===== src/rtl/tick_sched_pkg.sv =====
// Shared types and default sizing for the tick scheduler and its channels.
package tick_sched_pkg;

    typedef enum logic {
        CFG_IDLE  = 1'b0,
        CFG_APPLY = 1'b1
    } cfg_state_t;

    localparam int TS_NUM_CH   = 4;
    localparam int TS_PRESCALE = 100;
    localparam int TS_PERIOD_W = 16;

endpackage


===== src/rtl/tick_channel.sv =====
// One scheduler channel: holds its period, run flag and strobe counter, and
// emits a registered one-cycle tick every period base strobes.
module tick_channel
    import tick_sched_pkg::*;
#(
    parameter int PERIOD_W = TS_PERIOD_W
) (
    input  logic                clk,
    input  logic                reset,
    input  logic                strobe,
    input  logic                load,
    input  logic [PERIOD_W-1:0] load_period,
    input  logic                load_run,
    output logic                tick,
    output logic                running
);

    logic [PERIOD_W-1:0] r_period;
    logic [PERIOD_W-1:0] r_cnt;
    logic                r_run;
    logic                r_tick;

    // A load overrides a coincident strobe, so a reconfigured channel always
    // restarts its count cleanly and never ticks on the apply edge.
    always_ff @(posedge clk or negedge reset) begin
        if (!reset) begin
            r_period <= '0;
            r_cnt    <= '0;
            r_run    <= 1'b0;
            r_tick   <= 1'b0;
        end else if (load) begin
            r_period <= load_period;
            r_run    <= load_run && (load_period != '0);
            r_cnt    <= '0;
            r_tick   <= 1'b0;
        end else begin
            r_tick <= 1'b0;
            if (strobe && r_run) begin
                if (r_cnt == r_period - 1'b1) begin
                    r_tick <= 1'b1;
                    r_cnt  <= '0;
                end else begin
                    r_cnt <= r_cnt + 1'b1;
                end
            end
        end
    end

    assign tick    = r_tick;
    assign running = r_run;

endmodule


===== src/rtl/tick_scheduler.sv =====
// Shared clock-enable scheduler: one prescaler producing a base strobe, a
// two-state configuration port, and NUM_CH independent tick channels.
//
// state     | meaning
// ----------+-------------------------------------------------------------
// CFG_IDLE  | cfg_ready high, waiting for a cfg_valid transfer
// CFG_APPLY | latched config is written into its channel this edge
module tick_scheduler
    import tick_sched_pkg::*;
#(
    parameter  int NUM_CH   = TS_NUM_CH,
    parameter  int PRESCALE = TS_PRESCALE,
    parameter  int PERIOD_W = TS_PERIOD_W,
    localparam int CH_W     = (NUM_CH > 1) ? $clog2(NUM_CH) : 1
) (
    input  logic                clk,
    input  logic                reset,
    input  logic                enable,
    input  logic                cfg_valid,
    output logic                cfg_ready,
    input  logic [CH_W-1:0]     cfg_ch,
    input  logic [PERIOD_W-1:0] cfg_period,
    input  logic                cfg_run,
    output logic [NUM_CH-1:0]   tick,
    output logic [NUM_CH-1:0]   running,
    output logic                base_tick
);

    localparam int P_W = $clog2(PRESCALE);

    logic [P_W-1:0]      r_p;
    logic                r_base_tick;
    cfg_state_t          r_state;
    cfg_state_t          w_next;
    logic [CH_W-1:0]     r_lat_ch;
    logic [PERIOD_W-1:0] r_lat_period;
    logic                r_lat_run;
    logic                w_strobe;
    logic                w_xfer;
    logic                w_apply;

    assign w_strobe = enable && (r_p == P_W'(PRESCALE - 1));

    // Prescaler: free-running while enabled, frozen (not cleared) otherwise.
    always_ff @(posedge clk or negedge reset) begin
        if (!reset) begin
            r_p <= '0;
        end else if (w_strobe) begin
            r_p <= '0;
        end else if (enable) begin
            r_p <= r_p + 1'b1;
        end
    end

    // Registered copy of the strobe for downstream users.
    always_ff @(posedge clk or negedge reset) begin
        if (!reset) begin
            r_base_tick <= 1'b0;
        end else begin
            r_base_tick <= w_strobe;
        end
    end

    // Ready is held low while reset is asserted so nothing handshakes then.
    assign cfg_ready = (r_state == CFG_IDLE) && reset;
    assign w_xfer    = cfg_valid && cfg_ready;
    assign w_apply   = (r_state == CFG_APPLY);

    // Config FSM state register.
    always_ff @(posedge clk or negedge reset) begin
        if (!reset) begin
            r_state <= CFG_IDLE;
        end else begin
            r_state <= w_next;
        end
    end

    // Config FSM next state: every accepted transfer spends exactly one APPLY cycle.
    always_comb begin
        w_next = r_state;
        case (r_state)
            CFG_IDLE:  if (w_xfer) w_next = CFG_APPLY;
            CFG_APPLY: w_next = CFG_IDLE;
            default:   w_next = CFG_IDLE;
        endcase
    end

    // Capture the request on the transfer edge so the bus may change afterwards.
    always_ff @(posedge clk or negedge reset) begin
        if (!reset) begin
            r_lat_ch     <= '0;
            r_lat_period <= '0;
            r_lat_run    <= 1'b0;
        end else if (w_xfer) begin
            r_lat_ch     <= cfg_ch;
            r_lat_period <= cfg_period;
            r_lat_run    <= cfg_run;
        end
    end

    // An out-of-range channel index matches no instance, making APPLY a no-op.
    for (genvar g = 0; g < NUM_CH; g++) begin : g_ch
        tick_channel #(
            .PERIOD_W (PERIOD_W)
        ) u_ch (
            .clk         (clk),
            .reset       (reset),
            .strobe      (w_strobe),
            .load        (w_apply && (r_lat_ch == CH_W'(g))),
            .load_period (r_lat_period),
            .load_run    (r_lat_run),
            .tick        (tick[g]),
            .running     (running[g])
        );
    end

    assign base_tick = r_base_tick;

endmodule


===== config.mk =====
export PLATFORM = sky130hd
export DESIGN_NAME = tick_scheduler
export DESIGN_NICKNAME = d
export VERILOG_FILES = /design/src/rtl/tick_sched_pkg.sv /design/src/rtl/tick_channel.sv /design/src/rtl/tick_scheduler.sv
export SDC_FILE = /design/constraint.sdc
export NUM_CORES = 1
export LEC_CHECK = 0
export CAP_MARGIN = 30
export CELL_PAD_IN_SITES_DETAIL_PLACEMENT = 1
export CELL_PAD_IN_SITES_GLOBAL_PLACEMENT = 2
export CORE_MARGIN = 2
export CORE_UTILIZATION = 39
export CTS_CLUSTER_DIAMETER = 100
export CTS_CLUSTER_SIZE = 8
export DETAILED_ROUTE_END_ITERATION = 7
export PLACE_DENSITY_LB_ADDON = 0.08
export SYNTH_ARGS = -nofsm -noshare
export SYNTH_HDL_FRONTEND = slang
export SYNTH_SLANG_ARGS = --single-unit

===== constraint.sdc =====
create_clock -name clk -period 3.6 [get_ports clk]
set_input_delay 0.36 -clock clk [delete_from_list [all_inputs] [get_ports clk]]
set_output_delay 0.36 -clock clk [all_outputs]
set_load 0.05 [all_outputs]

==> results of run 1 <==
## flip-flops by register name, indices dropped and copies added, names as in the netlist
| signal | cells |
|---|---|
| r_lat_period | 16 |
| r_lat_ch | 2 |
| g_ch.u_ch.r_period | 64 |
| g_ch.u_ch.r_cnt | 64 |
| r_state | 1 |
| base_tick | 1 |
| r_lat_run | 1 |
| g_ch.u_ch.running | 4 |
| g_ch.u_ch.tick | 4 |
| r_p | 7 |
## per-layer routing
| metal | global-route usage | wire, um |
|---|---|---|
| met1 | 0.318 | 14600 |
| met4 | 0.0585 | 471 |
| met5 | 0 | 0 |
| met3 | 0.0274 | 521 |
| met2 | 0.364 | 13300 |
## worst paths after layout
check | cells after the start | end | startpoint
max in group asynchronous | 4 | g_ch[2].u_ch.r_period[15] | reset
min | 2 | g_ch[3].u_ch.r_cnt[12] | reset
max reg2reg | 9 | g_ch[0].u_ch.r_cnt[11] | g_ch[0].u_ch.r_period[0]
min in group clk | 3 | r_lat_period[12] | cfg_period[12]
max | 9 | g_ch[0].u_ch.r_cnt[11] | g_ch[0].u_ch.r_period[0]
min reg2reg | 2 | r_lat_run | r_lat_run
## stage by stage
stage,utilization,hold WS [ns],power [W]
2_1_floorplan,-,0.0644,0.00502
3_3_place_gp,0.422,0.285,0.00576
3_5_place_dp,0.422,0.288,0.00581
4_1_cts,0.446,0.394,0.00779
5_1_grt,0.446,0.414,0.00828
6_report,0.446,0.384,0.00774
## power groups by stage
stage | logic (W) | clock network (W) | registers [W]
floorplan | 0.00240 | 0 | 0.00262
global route | 0.00323 | 0.00205 | 0.00299
global placement | 0.00283 | 0 | 0.00292
finish | 0.00289 | 0.00194 | 0.00291
CTS | 0.00290 | 0.00198 | 0.00291
detailed placement | 0.00287 | 0 | 0.00294
## worst max-delay path: stages (launching register included)
cell and delay, ns:
dfrtp_1 0.45, inv_1 0.10, ha_1 0.20, nor3b_1 0.50, nand3_1 0.27, mux2_2 0.29, mux2i_1 0.08, o22a_1 0.35
nor4_2 0.69, a211oi_1 0.17
## cell usage in the layout, fill, tap and decap left out, types with 16 or more instances in the layout
master and instances:
clkbuf_16 17, nor2_1 66, clkdlybuf4s50_1 31, o21ai_0 46, nor4_1 16, buf_4 24, nor2b_1 16, mux2_2 31
nand2_1 225, dfrtp_1 164, xnor2_1 59, xor2_1 48, nand4_1 24, inv_1 27, nand3_1 41, nor3_1 58
## kinds of logic after synthesis
family                     synth area share
and+or+nand+nor                       0.294
DFF                                   0.406
AOI/OAI and AO/OA                     0.109
xor gates and xnor gates             0.0972
buffers and inverters                0.0425
muxes                                0.0405
adders and majority gates            0.0111
## area by class of cell
| cell class | instances | share of cell area |
|---|---|---|
| clock inverters | 11 | 0.0143 |
| flip-flops and latches | 164 | 0.363 |
| repair buffers | 57 | 0.0453 |
| multi-input cells | 882 | 0.493 |
| well taps | 330 | 0.0365 |
| clock buffers | 19 | 0.0383 |
| inverters | 27 | 0.00897 |
## what timing repair did
action	4_1_cts	5_1_grt
endpoints found under the setup margin	0	0
hold buffers	1	0
hold endpoints to repair	32	0
==> out/qor.log, run 1 <==
[logic_synthesis] commonest register cell after synthesis dfrtp_1
[detailed_routing] Pre-Repair DR Iteration Count 4
[run] max-capacitance violation count 0
[global_route] total global routing track utilization 0.224
[power_and_ir_drop] Max IR drop VDD 368 uV
[logic_synthesis] async set-or-reset flop fraction in the synthesized netlist 1.00
[finish] non-filler instance count after layout 1490
[finish] area of the multi-input gates 5580 um^2
[finish] Layout Cell Area excl Fill 11300 um^2
[die] Die H 165 um
[power_and_ir_drop] sequential fraction of design power 0.376
[global_route] number of global-route vias before repair 8557
[clock_tree] CTS tree built
[logic_synthesis] syn_area_per_cell 8.85 um^2
[die] number of rows created at floorplan 58
[sta] final critical-path setup slack 0.346 ns
[finish] net count of the finished layout 1181
[sta] post-route clock period utilization 0.904
[sta] Final Max Slew Viols 0
[power_and_ir_drop] combinational group share of total power 0.373
[setup_path] endpoint kind of the worst setup timing path flop
[finish] Reg area 4100 um^2
[place] cell total after placement 1459
[clock_tree] Post-CTS Resized 0
[global_route] wire length of the first global-routing pass 47500 um
[sta] final-report hold violation count 0
[logic_synthesis] library cell with the highest instance count after synthesis nand2_1
[clock_tree] Clock Pin Slew Worst Setup and Hold Paths 0.07 ns
[sta] Worst Max-Slew Pin Slew 0.882 ns
[die] number of top-level pins 33
[finish] area growth from synthesis to layout 11.8%
[sta] endpoints failing setup 0
[logic_synthesis] yosys warns 0
[sta] minimum period implied by the final worst setup slack 3.25 ns
[power_and_ir_drop] Clk network pwr share 0.251
[setup_path] launching element type of the critical path flop
[clock_tree] CTS root buf clkbuf_16
[outcome] outcome complete, no violations
[setup_path] worst setup slack for register-to-register paths 0.35 ns
[die] die width 165 um
[place] placement-stage worst setup slack 0.303 ns
[logic_synthesis] fraction of post-synthesis cell area in the top cell type by area 0.406
[setup_path] arrival time of the worst setup path 3.54 ns
[detailed_routing] violation count after the first detailed-routing iteration 401
[power_and_ir_drop] leakage power 4.80 nW
[logic_synthesis] Synth cell types 81
[detailed_routing] total wire length 28900 um
[logic_synthesis] top post-synthesis cells by count nand2_1, dfrtp_1, nor2_1, xnor2_1, nor3_1
[logic_synthesis] synth top area cells dfrtp_1, nand2_1, xnor2_1
[sta] RSZ-0062 raised after global routing no
[detailed_routing] DR DRC count 0
[global_route] overall overflow remaining after global route 0
[logic_synthesis] share of synthesized area occupied by flip-flops and latches 0.406
[setup_path] Critical Setup Path Class flop to flop
[place] Placed Area 10700 um^2
[power_and_ir_drop] internal power 0.00465 W
[finish] share of cells above drive strength 1 0.101
[setup_path] biggest fanout along the worst timing path 10
[clock_tree] number of H-tree levels 4
[clock_tree] number of clock buffers inserted by TritonCTS 17
[die] starting utilization of the core area 0.399
[detailed_routing] Antenna Nets Post-Route 0
[power_and_ir_drop] fraction of power spent switching nets 0.399
[global_route] pin count of the biggest net entering global routing 56
[detailed_routing] vias per cell 5.61
[logic_synthesis] post-synthesis net count 1173
[logic_synthesis] Mapped Area 10100 um^2
[clock_tree] sinks on the clock net 164
[power_and_ir_drop] pwr dens 685 nW/um^2
[sta] f_max 307 MHz
[die] Placeable Area 25300 um^2
[place] post-detail-place hpwl 21000 um
[sta] Clock Skew 0.0146 ns
[finish] filler cell count in the final layout 2938
[die] DIE AREA 27200 um^2
[clock_tree] maximum clock insertion buffer count 2
[worst_hold_path] path category of the worst min-delay check primary input to asynchronous set/reset pin
[global_route] initial antenna violation count 0
[clock_tree] setup fix buffers added after clock tree synthesis 0
[logic_synthesis] Yosys top cell by area dfrtp_1
[logic_synthesis] number of enable flip-flop cells after synthesis 0
[logic_synthesis] FF+latch count, synth 164
[place] RePlAce Congestion 0.824
[sta] sum of negative setup slack 0 ns
[sta] relative slew slack 0.411
[place] PortBufs 32
[power_and_ir_drop] net switching power figure 0.00309 W
[finish] antenna cells 0
[logic_synthesis] post-synthesis instance total 1141
[clock_tree] later-pin clock latency in the skew report 0.44 ns
[setup_path] worst endpoint required time 3.88 ns
[detailed_routing] total via count in the routed design 8364
[detailed_routing] wire per inst 19.4 um
(Power assumes the default switching activity.)
==> run 2, diff against run 1 <==
--- a/config.mk
+++ b/config.mk
@@ -14,6 +14,7 @@
 export CTS_CLUSTER_SIZE = 8
 export DETAILED_ROUTE_END_ITERATION = 7
 export PLACE_DENSITY_LB_ADDON = 0.08
+export REMOVE_ABC_BUFFERS = 1
 export SYNTH_ARGS = -nofsm -noshare
 export SYNTH_HDL_FRONTEND = slang
 export SYNTH_SLANG_ARGS = --single-unit
==> out/qor.log, run 2 (synthesis results as in run 1) <==
[detailed_routing] wire per inst 18.9 um [-2.3%]
[sta] RSZ-0062 raised after global routing no
[clock_tree] later-pin clock latency in the skew report 0.43 ns [about the same]
[clock_tree] Clock Pin Slew Worst Setup and Hold Paths 0.07 ns [about the same]
[place] RePlAce Congestion 0.840 [+1.9%]
[finish] antenna cells 0 [unchanged]
[power_and_ir_drop] Max IR drop VDD 271 uV [-26%]
[setup_path] biggest fanout along the worst timing path 13 [+3]
[die] die width 165 um [unchanged]
[sta] hold slack 0.352 ns [-0.0324 ns]
[detailed_routing] DR DRC count 0 [unchanged]
[sta] minimum period implied by the final worst setup slack 3.18 ns [-0.0786 ns]
[outcome] outcome complete, no violations
[die] Die H 165 um [unchanged]
[setup_path] Critical Setup Path Class flop to flop
[die] number of rows created at floorplan 58 [unchanged]
[clock_tree] number of H-tree levels 4 [unchanged]
[die] Placeable Area 25300 um^2 [unchanged]
[setup_path] arrival time of the worst setup path 3.47 ns [-0.07 ns]
[power_and_ir_drop] Final Total Pwr 0.00763 W [-1.5%]
[die] DIE AREA 27200 um^2 [unchanged]
[global_route] most utilized layer in the global route result met2
[detailed_routing] total via count in the routed design 8333 [-0.37%]
[finish] leading cell type in the layout, fill and taps excluded nand2_1
[finish] net count of the finished layout 1182 [+0.085%]
[global_route] number of global-route vias before repair 8511 [-0.54%]
[power_and_ir_drop] pwr dens 673 nW/um^2 [-1.7%]
[die] number of top-level pins 33 [unchanged]
[run] max-capacitance violation count 0 [unchanged]
[sta] Final Max Slew Viols 0 [unchanged]
[finish] Layout Cell Area excl Fill 11300 um^2 [+0.27%]
[clock_tree] maximum clock insertion buffer count 2 [unchanged]
[detailed_routing] vias per cell 5.58 [-0.57%]
[place] PortBufs 32 [unchanged]
[sta] f_max 315 MHz [+2.5%]
[global_route] M2 GR Usage 0.367 [+0.00304]
[clock_tree] number of clock buffers inserted by TritonCTS 17 [unchanged]
[global_route] total global routing track utilization 0.219 [-0.00516]
[setup_path] endpoint kind of the worst setup timing path flop
[finish] most frequent cells in the layout nand2_1, dfrtp_1, nor2_1, xnor2_1, nor3_1
[global_route] met1 capacity usage during global routing 0.308 [-0.0109]
[power_and_ir_drop] leakage power 4.82 nW [+0.34%]
[place] placement-stage worst setup slack 0.303 ns [+0.000341 ns]
[sta] final-report hold violation count 0 [unchanged]
[clock_tree] CTS root buf clkbuf_16
[detailed_routing] total wire length 28300 um [-2.1%]
[global_route] initial antenna violation count 0 [unchanged]
[clock_tree] setup fix buffers added after clock tree synthesis 0 [unchanged]
[clock_tree] sinks on the clock net 164 [unchanged]
[global_route] pin count of the biggest net entering global routing 73 [+30%]
[detailed_routing] Antenna Nets Post-Route 0 [unchanged]
[finish] share of cells above drive strength 1 0.104 [+0.00318]
[global_route] GRT met3 Usage 0.0294 [+0.00201]
[sta] endpoints failing setup 0 [unchanged]
[clock_tree] CTS tree built
[global_route] overall overflow remaining after global route 0 [unchanged]
[global_route] wire length of the first global-routing pass 46900 um [-1.2%]
[setup_path] launching element type of the critical path flop
[sta] final critical-path setup slack 0.425 ns [+0.0786 ns]
[sta] Clock Skew 0.0121 ns [-0.00250 ns]
[sta] relative slew slack 0.361 [-0.0501]
[detailed_routing] Pre-Repair DR Iteration Count 6 [+2]
[detailed_routing] violation count after the first detailed-routing iteration 487 [+21%]
[place] post-detail-place hpwl 20300 um [-3.4%]
[place] Placed Area 10700 um^2 [about the same]
[finish] area growth from synthesis to layout 12.1%
[setup_path] worst endpoint required time 3.89 ns [about the same]
[sta] post-route clock period utilization 0.882 [-0.0218]
[sta] Worst Max-Slew Pin Slew 0.951 ns [+0.0689 ns]
[die] starting utilization of the core area 0.399 [unchanged]
[worst_hold_path] path category of the worst min-delay check primary input to asynchronous set/reset pin
[finish] largest registers ranked by flip-flop count g_ch.u_ch.r_cnt: 64 flops, g_ch.u_ch.r_period: 64 flops, r_lat_period: 16 flops
-- run 2: metal layers --
metal  vias to the layer above  wire, um  part of all wire
li1                       4053         -                 -
met1                      4194     13900              0.49
met2                        68     13600              0.48
met3                        18       554             0.020
met4                         0       233            0.0082
met5                         -         0                 0
-- run 2: path summary, 6_finish.rpt --
kind	start	endpoint	slack [ns]	cells past startpoint
hold / removal	reset	g_ch[3].u_ch.r_cnt[3]	0.35	2
setup reg to reg	g_ch[2].u_ch.r_period[0]	g_ch[2].u_ch.r_cnt[6]	0.42	8
hold reg to reg	g_ch[3].u_ch.r_period[15]	g_ch[3].u_ch.r_period[15]	0.51	2
min in group clk	cfg_period[0]	r_lat_period[0]	0.45	3
setup / recovery	g_ch[2].u_ch.r_period[0]	g_ch[2].u_ch.r_cnt[6]	0.42	8
max in group asynchronous	reset	g_ch[0].u_ch.r_period[13]	2.34	4
-- run 2: power breakdown --
part | internal, W | total (W) | leakage [nW] | switching [W]
clock network | 0.000993 | 0.00179 | 0.273 | 0.000797
logic | 0.00131 | 0.00297 | 2.37 | 0.00166
registers | 0.00223 | 0.00287 | 2.17 | 0.000641
-- run 2: critical path, stage by stage, from the launching register on --
cell	delay, ns
dfrtp_1	0.41
inv_1	0.08
ha_1	0.31
xnor2_1	0.13
or4b_2	0.67
a2111oi_0	0.55
nand4b_1	0.26
nor3_4	0.51
nor3_1	0.13
-- run 2: area by class of cell --
type                            instances  area (um^2)
Multi-Input combinational cell        882         5590
Fill cell                            2925        14000
Sequential cell                       164         4100
Clock buffer                           21          460
Inverter                               27          101
Timing Repair Buffer                   58          559
Clock inverter                         11          104
Tap cell                              330          413
-- run 2: through the flow --
| stage | util | instances | setup TNS, ns |
|---|---|---|---|
| after floorplan | - | 1073 | -0.422 |
| after CTS | 0.445 | 1491 | 0 |
| final | 0.447 | 1493 | 0 |
| after global routing | 0.447 | 1493 | 0 |
| after global placement | 0.422 | 1458 | 0 |
| after detailed placement | 0.422 | 1458 | 0 |
-- run 2: timing repair --
action / CTS / global route
hold buffers: 1 / 0
resized for setup: 0 / 1
endpoints found under the setup margin: 0 / 8
hold endpoints to repair: 22 / 0
==> run 3, diff against run 2 <==
--- a/config.mk
+++ b/config.mk
@@ -13,6 +13,7 @@
 export CTS_CLUSTER_DIAMETER = 100
 export CTS_CLUSTER_SIZE = 8
 export DETAILED_ROUTE_END_ITERATION = 7
+export HOLD_SLACK_MARGIN = 0.06
 export PLACE_DENSITY_LB_ADDON = 0.08
 export REMOVE_ABC_BUFFERS = 1
 export SYNTH_ARGS = -nofsm -noshare
==> results of run 3 <==
The final DEF is identical to that of run 2; final timing and power are the same.
